--- src/rtl/sdram_pass_arbiter.sv ---
// Two-client round-robin arbiter in front of the single sdram pass engine.
// Latches one-cycle pass requests and holds each grant for a whole pass.
//
// state      | meaning
// -----------+----------------------------------------------------------
// INIT       | core still initialising, wait for m_done=1
// IDLE       | pick a pending client, register owner and direction
// ISSUE      | one-cycle m_start to the core, arm the launch timer
// WAIT_ACK   | wait for m_done to fall; timer expiry aborts the pass
// RUN        | pass in progress, route ready strobes to owner
// COMPLETE   | done pulse to owner, release its busy, update rr pointer
module sdram_pass_arbiter #(
  parameter int DW       = 16,
  parameter int START_TO = 16
) (
  input  logic          clk,
  input  logic          rst_n,
  input  logic          c0_start,
  input  logic          c0_rnw,
  input  logic [DW-1:0] c0_wdat,
  output logic          c0_busy,
  output logic          c0_done,
  output logic          c0_ready,
  output logic [DW-1:0] c0_rdat,
  input  logic          c1_start,
  input  logic          c1_rnw,
  input  logic [DW-1:0] c1_wdat,
  output logic          c1_busy,
  output logic          c1_done,
  output logic          c1_ready,
  output logic [DW-1:0] c1_rdat,
  output logic          m_start,
  output logic          m_rnw,
  output logic [DW-1:0] m_wdat,
  input  logic          m_done,
  input  logic          m_ready,
  input  logic [DW-1:0] m_rdat,
  output logic          owner,
  output logic          err
);

  localparam int CW = $clog2(START_TO + 1);

  typedef enum logic [2:0] {
    S_INIT, S_IDLE, S_ISSUE, S_WAIT_ACK, S_RUN, S_COMPLETE
  } state_t;

  state_t        state, state_nx;
  logic [1:0]    pend;
  logic [1:0]    rnw_q;
  logic [1:0]    start_in;
  logic [1:0]    rnw_in;
  logic          last;
  logic [CW-1:0] cnt;
  logic          grant_en;
  logic          grant_id;
  logic          tmo_hit;
  logic          route_ok;

  assign start_in = {c1_start, c0_start};
  assign rnw_in   = {c1_rnw, c0_rnw};

  always_comb begin
    state_nx = state;
    grant_en = 1'b0;
    grant_id = owner;
    tmo_hit  = 1'b0;
    case (state)
      S_INIT: if (m_done) state_nx = S_IDLE;
      S_IDLE: begin
        if (|pend) begin
          grant_en = 1'b1;
          grant_id = (pend == 2'b11) ? ~last : pend[1];
          state_nx = S_ISSUE;
        end
      end
      S_ISSUE: state_nx = S_WAIT_ACK;
      S_WAIT_ACK: begin
        if (!m_done) begin
          state_nx = S_RUN;
        end else if (cnt == '0) begin
          tmo_hit  = 1'b1;
          state_nx = S_COMPLETE;
        end
      end
      S_RUN:      if (m_done) state_nx = S_COMPLETE;
      S_COMPLETE: state_nx = S_IDLE;
      default:    state_nx = S_INIT;
    endcase
  end

  always_ff @(posedge clk or negedge rst_n) begin
    if (!rst_n) begin
      state <= S_INIT;
      pend  <= 2'b00;
      rnw_q <= 2'b00;
      last  <= 1'b1;
      owner <= 1'b0;
      m_rnw <= 1'b1;
      err   <= 1'b0;
      cnt   <= '0;
    end else begin
      state <= state_nx;
      // capture is gated by the current pending bit, so an owner start in
      // COMPLETE is dropped while the other client can still queue up
      for (int n = 0; n < 2; n++) begin
        if (start_in[n] && !pend[n]) begin
          pend[n]  <= 1'b1;
          rnw_q[n] <= rnw_in[n];
        end
      end
      if (state == S_COMPLETE) begin
        pend[owner] <= 1'b0;
        last        <= owner;
      end
      if (grant_en) begin
        owner <= grant_id;
        m_rnw <= rnw_q[grant_id];
      end
      if (state == S_ISSUE) begin
        cnt <= CW'(START_TO);
      end else if (state == S_WAIT_ACK && cnt != '0) begin
        cnt <= cnt - CW'(1);
      end
      if (tmo_hit) err <= 1'b1;
    end
  end

  assign route_ok = (state == S_WAIT_ACK) || (state == S_RUN);

  assign m_start  = (state == S_ISSUE);
  assign c0_busy  = pend[0];
  assign c1_busy  = pend[1];
  assign c0_done  = (state == S_COMPLETE) && !owner;
  assign c1_done  = (state == S_COMPLETE) && owner;
  assign c0_ready = m_ready && route_ok && !owner;
  assign c1_ready = m_ready && route_ok && owner;
  assign m_wdat   = owner ? c1_wdat : c0_wdat;
  assign c0_rdat  = m_rdat;
  assign c1_rdat  = m_rdat;

endmodule

--- config.mk ---
export PLATFORM = sky130hd
export DESIGN_NAME = sdram_pass_arbiter
export DESIGN_NICKNAME = d
export VERILOG_FILES = /design/src/rtl/sdram_pass_arbiter.sv
export SDC_FILE = /design/constraint.sdc
export NUM_CORES = 1
export LEC_CHECK = 0
export CORE_UTILIZATION = 70
export CTS_BUF_LIST = sky130_fd_sc_hd__clkbuf_8
export DETAILED_ROUTE_END_ITERATION = 8
export DONT_BUFFER_PORTS = 1
export PLACE_DENSITY = 0.86
export SLEW_MARGIN = 20
export SYNTH_ARGS = -nofsm -noshare
export SYNTH_HDL_FRONTEND = slang
export SYNTH_SLANG_ARGS = --single-unit
--- constraint.sdc ---
create_clock -name clk -period 4.1 [get_ports clk]
set_clock_uncertainty 0.15 [all_clocks]
set_input_delay 1.025 -clock clk [delete_from_list [all_inputs] [get_ports clk]]
set_output_delay 1.025 -clock clk [all_outputs]
set_load 0.02 [all_outputs]
# Yosys cells after proc, flatten, opt, wreduce, memory -nomap -nowiden
# Index checks and enable logic that the tools add are counted.
# totals
register_bits	16
out_inout_bits	58
elab_cells	69
# classes
addsub	1
magnitude_cmp	3
n_eq_ne	10
muxes	24
bitwise	3
n_reduce_logical	19
# op_table
operator	n
case mux 3 bit (6 select lines)	1
two-way mux 16 bit	1
two-way mux 3 bit	5
two-way mux 1 bit	13
two-way mux 5 bit	2
logical AND 1 bit	9
== test 3 x 2 -> 1 bit, second input constant	2
== test 3 bit, second input constant	2
!= test 2 bit, second input constant	3
logical NOT 5 bit	1
nonzero test 5 bit	1
subtractor 5 x 1 -> 5 bit, second input constant	1
less-than comparator 1 x 2 -> 1 bit, second input constant	2
AND reduction 4 bit	1
== test 3 x 1 -> 1 bit, second input constant	1
logical NOT 1 bit	3
logical NOT 3 bit	1
!= test 3 bit, second input constant	1
AND 2 bit	1
== test 2 bit, second input constant	1
two-way mux 2 bit	1
inverter 2 bit	1
nonzero test 2 bit	1
OR reduction 2 bit	1
other kinds (4)	4

# Longest topological paths before layout
# Gate-level depths: netlist of run 1.
# depth
ltp_word	7
depth_mapped	5

# Least setup slack after synthesis of run 1
# No wires, ideal clock.
# synth_timing
kind	input port to output port
start	input m_ready
end	output c0_ready
arrival_ns	1.403
t_required_ns	2.925
setup_slack_ns	1.522
path_stages	2
path_cell_list	o21ai_0 -> nor2_1
# synth_via
elab_chain_cells	2
# synth_lines
element	line	source
from (decl)	36	input logic m_ready,
logical AND 1 bit (2 in series)	136	assign c0_ready = m_ready && route_ok && !owner;
to (decl)	23	output logic c0_ready,
# No other way between the ends.

# Worst setup path in the final report of run 1
# layout_timing
start	register owner
end	output c1_done
# layout_via
elab_chain_cells	1
# layout_lines
element	line	source
from (decl)	38	output logic owner,
from (signal assigned)	117	owner <= grant_id;
logical AND 1 bit	135	assign c1_done = (state == S_COMPLETE) && owner;
to (decl)	29	output logic c1_done,
# No other way between the ends.

==> results of run 1 <==
## cell type report
class	count	share of cell area
multi-input cells	71	0.531
flip-flops and latches	16	0.374
clock buffers	4	0.0512
well taps	25	0.0291
inverters	4	0.0140
## cell families (layout without fill, tap and decap cells)
family,after synthesis,count (layout)
AOI/OAI and AO/OA,18,18
adders and majority gates,1,1
buffers and inverters,41,8
DFF,16,16
muxes,22,22
and+or+nand+nor,30,30
## synth_stat cells (all sizes together) (2+ instances only)
cell / instances / area [µm²]
nor2b: 3 / 18.8
nor3b: 2 / 20.0
nand2b: 2 / 20.0
nor3: 2 / 10.0
mux2i: 2 / 20.0
nand2: 4 / 15.0
dfstp: 2 / 52.6
o21ai: 5 / 25.0
a21o: 2 / 15.0
dfrtp: 14 / 350
mux2: 20 / 225
inv: 4 / 15.0
nor2: 9 / 33.8
buf: 36 / 273
## per-stage QoR
stage                      util  cell area [µm²]  setup WS, ns
after global routing      0.630             1080          1.01
after floorplan               -             1270          1.52
final                     0.630             1080          1.14
after CTS                 0.630             1080          1.13
after global placement    0.598             1020          1.45
after detailed placement  0.598             1020          1.41
## worst max-delay path by stage
stage / endpoint / slack (ns) / cells after the start
2_1_floorplan: c0_ready / 1.52 / 2
3_3_place_gp: c1_ready / 1.45 / 2
3_5_place_dp: c1_done / 1.41 / 2
4_1_cts: c1_done / 1.13 / 2
5_1_grt: c1_done / 1.01 / 2
6_report: c1_done / 1.14 / 2
## registers in the layout, summed over array words and instances, names as in the netlist
register and flops:
cnt 5, pend 2, m_rnw 1, rnw_q 2, last 1, state 3, owner 1, err 1
## worst max-delay path, cell delays in order (launching register included)
cell and delay [ns]:
dfrtp_1 0.90, inv_1 0.14, nor2_1 0.49
## metal layers
layer	up-vias	part of all wire	track usage
met2	59	0.51	0.391
met1	373	0.34	0.249
li1	347	-	-
met3	19	0.12	0.0653
met4	0	0.032	0.164
met5	-	0	0
## report_power, final
| group | internal, mW | switching (mW) |
|---|---|---|
| sequential | 0.237 | 0.156 |
| clock | 0.0852 | 0.0551 |
| combinational | 0.217 | 0.222 |
| total | 0.539 | 0.433 |
==> results.py, run 1 <==
metrics = {
    "status": {
        "outcome": "finished, final reports clean",
    },
    "sta": {
        "slew_headroom": 0.431,
        "maxSlewViolCount": 0,
        "period_share": 0.722,
        "setup_viol": 0,
        "period_minus_slack_ns": 2.96,
        "fmax_ghz": 0.338,
        "rsz0062_at_grt": "no",
        "tightest_slew_ns": 0.853,
        "tns_ns": 0,
        "hold_violations": 0,
        "fin_hold_ws_ns": 0.312,
    },
    "synthesis": {
        "synth_edf_count": 0,
        "seq_area_frac_synth": 0.318,
        "post_synth_and_or_nand_nor_area_fraction": 0.148,
        "syn_inst": 128,
        "netlist_area_mm2": 0.00127,
        "syn-num-nets": 185,
        "synth.distinct_cells": 41,
        "synth_top_family_by_area": "buffers and inverters",
        "yosys_warnings": 0,
        "synth-adder-area-share": 0.00988,
        "ys_ff_latch": 16,
        "synth-main-ff-cell": "dfrtp_1",
        "synth_mux_area_frac": 0.194,
        "synth-xor-area-share": 0,
        "synth.avg_cell_area_um2": 9.89,
        "async_flop_share": 1.00,
        "synth_compound_area_frac": 0.0998,
    },
    "clock_network": {
        "clkTransAtPathRegs_ns": 0.06,
        "cts_buffer_depth": 2,
        "postCtsHoldBufs": 0,
        "cts_buffers": 3,
        "htreeDepth": 1,
        "cts_root_buf": "clkbuf_8",
        "clock-sinks": 16,
        "cts-resized-gates": 0,
        "cts_tree": "built",
        "clkLatencyLatePin_ns": 0.25,
        "cts_setup_buffers": 0,
    },
    "routing": {
        "first_iter_violations": 26,
        "avgRoutedWirePerCell_um": 19.9,
        "drtPass1Iterations": 5,
        "drtAntennaViolNets": 0,
        "vias_per_cell": 6.65,
        "vias": 798,
        "drc": 0,
        "totalWireLength_mm": 2.39,
    },
    "worst_setup_path": {
        "required_ns": 2.92,
        "cp_max_fo": 21,
        "crit_type": "reg2out",
        "critPathLaunch": "owner",
        "worstPathArrival_ns": 1.78,
        "start_kind": "flop",
        "reg2reg_to": "pend[1]",
        "endpoint_kind": "output port",
        "rr_startpoint": "owner",
        "r2r_slack_ns": 2.17,
        "rr_worst_depth": 3,
    },
    "finish": {
        "layout.nets": 153,
        "final_cell_mix": "mux2_2 (19), dfrtp_1 (14), nor2_1 (9)",
        "diodes": 0,
        "stdcell_count": 120,
        "regArea_um2": 403,
        "layout_commonest_cell": "mux2_2",
        "drive_gt1_frac": 0.326,
        "areaGrowthSynthToFinish_pct": -15.0,
        "multi_input_area_um2": 572,
        "nFillCells": 146,
    },
    "floorplanning": {
        "core_mm2": 0.00171,
        "pin_count": 114,
        "die_h_um": 44.5,
        "start_util": 0.741,
        "die_w_um": 44.5,
        "rows": 15,
        "dieArea_mm2": 0.00198,
    },
    "placement": {
        "dp_hpwl_mm": 1.90,
        "gp_congestion": 0.794,
        "port_buffers": 0,
        "place_inst": 116,
    },
    "pwr": {
        "p_leak_nw": 0.447,
        "p_total_uw": 973,
        "power_density_mw_per_mm2": 904,
        "peakVddDrop_uv": 456,
    },
    "global_route": {
        "grt_start_max_net_pins": 22,
        "grt_pass1_wl_mm": 3.22,
        "grt_pass1_vias": 747,
        "grt_usage": 0.232,
        "antenna_found_initial": 0,
        "overflow": 0,
    },
    "job": {
        "drv_cap": 0,
    },
    "hold_path": {
        "min_path_type": "in2async",
    },
}
Note: power is estimated with default switching activity, not from simulation.
==> inputs of run 2 (changes only) <==
Settings changed: CORE_UTILIZATION 70 to 65, PLACE_DENSITY 0.86 to 0.81.
Clock period 4.1 ns to 2.9 ns, I/O delays scaled along.
==> results.py, run 2 (same netlist as run 1, synthesis figures left out) <==
metrics = {
    "finish": {
        "multi_input_area_um2": 572,
        "nFillCells": 144,
        "regMostFlops": "cnt",
        "largest_reg_flops": 5,
        "drive_gt1_frac": 0.333,
        "top_regs": "cnt x5, state x3",
        "layout_commonest_cell": "mux2_2",
        "diodes": 0,
        "final_area_mm2": 0.00108,
        "final_cell_mix": "mux2_2 (19), dfrtp_1 (14), nor2_1 (9)",
        "regArea_um2": 403,
        "postLayoutCoreUtil": 0.608,
        "stdcell_count": 121,
        "areaGrowthSynthToFinish_pct": -14.4,
        "layout.nets": 154,
    },
    "clock_network": {
        "cts_buffers": 3,
        "cts_setup_buffers": 0,
        "cts_root_buf": "clkbuf_8",
        "clkLatencyLatePin_ns": 0.24,
        "cts_buffer_depth": 2,
        "clock-sinks": 16,
        "clkTransAtPathRegs_ns": 0.06,
        "cts_tree": "built",
        "postCtsHoldBufs": 0,
        "cts-resized-gates": 0,
        "htreeDepth": 1,
    },
    "job": {
        "drv_cap": 0,
    },
    "sta": {
        "fmax_ghz": 0.395,
        "period_share": 0.874,
        "slew_headroom": 0.595,
        "tightest_slew_ns": 0.607,
        "rsz0062_at_grt": "no",
        "setup_viol": 0,
        "tns_ns": 0,
        "fin_hold_ws_ns": 0.0192,
        "maxSlewViolCount": 0,
        "timing.final.ws_setup_ns": 0.367,
        "hold_violations": 0,
        "period_minus_slack_ns": 2.53,
    },
    "pwr": {
        "peakVddDrop_uv": 747,
        "p_total_mw": 1.38,
        "p_leak_nw": 0.451,
        "power_density_mw_per_mm2": 1270,
    },
    "worst_setup_path": {
        "crit_type": "reg2out",
        "endpoint_kind": "output port",
        "cpPeakStageDelay_ns": 0.73,
        "start_kind": "flop",
        "cp_max_fo": 18,
        "worstPathArrival_ns": 1.66,
        "required_ns": 2.03,
        "crit_chain": "buf_4 > mux2_2",
        "rr_worst_depth": 5,
        "cp_slowest_cell": "dfrtp_1",
    },
    "global_route": {
        "grt_pass1_vias": 674,
        "overflow": 0,
        "grt_start_max_net_pins": 19,
        "grt_pass1_wl_mm": 3.24,
        "grt_usage": 0.225,
        "antenna_found_initial": 0,
    },
    "placement": {
        "dp_hpwl_mm": 1.87,
        "place_inst": 117,
        "pre_cts_ws_ns": 0.644,
        "dpl_cell_area_mm2": 0.00103,
        "port_buffers": 0,
        "gp_congestion": 0.841,
    },
    "routing": {
        "drc": 0,
        "totalWireLength_mm": 2.35,
        "avgRoutedWirePerCell_um": 19.4,
        "drtAntennaViolNets": 0,
        "vias_per_cell": 6.49,
        "vias": 785,
        "first_iter_violations": 20,
        "drtPass1Iterations": 4,
    },
    "floorplanning": {
        "die_w_um": 46.1,
        "die_h_um": 46.1,
        "core_mm2": 0.00178,
        "rows": 15,
        "start_util": 0.710,
        "pin_count": 114,
        "dieArea_mm2": 0.00213,
    },
    "status": {
        "outcome": "finished, final reports clean",
    },
    "hold_path": {
        "min_path_type": "in2async",
    },
}
run 2: cell types whose count changed in the layout (fill, tap and decap cells not counted):
| cell | change |
|---|---|
| buf_4 | +1 |
run 2: final timing paths:
check                      slack, ns      from   endpoint
setup / recovery                0.37     owner  m_wdat[3]
hold / removal                  0.02     rst_n      owner
setup reg to reg                1.22    cnt[0]     cnt[2]
hold reg to reg                 0.36  rnw_q[1]   rnw_q[1]
max in group asynchronous       2.41     rst_n      m_rnw
min in group clk                0.36  rnw_q[1]   rnw_q[1]
run 2: worst max-delay path, delay by kind of cell (launching register included):
kind	cells	cell delay, ns
flops	1	0.73
mux	1	0.41
buf+inv	1	0.28
run 2: layout make-up:
cell class / instances / share of cell area
Clock buffer: 4 / 0.0508
Inverter: 4 / 0.0139
Multi-Input combinational cell: 71 / 0.528
Sequential cell: 16 / 0.372
Tap cell: 25 / 0.0289
Timing Repair Buffer: 1 / 0.00693
run 2: routing by layer:
metal / GRT usage / part of all wire / routed length [µm] / vias to the layer above
li1: - / - / - / 349
met1: 0.298 / 0.41 / 969 / 368
met2: 0.344 / 0.48 / 1120 / 58
met3: 0.0588 / 0.094 / 220 / 10
met4: 0.100 / 0.017 / 40 / 0
met5: 0 / 0 / 0 / -
run 2: power by group:
group	switching (mW)	internal [mW]	total [mW]
logic	0.330	0.314	0.644
clock network	0.0725	0.120	0.193
registers	0.202	0.336	0.539
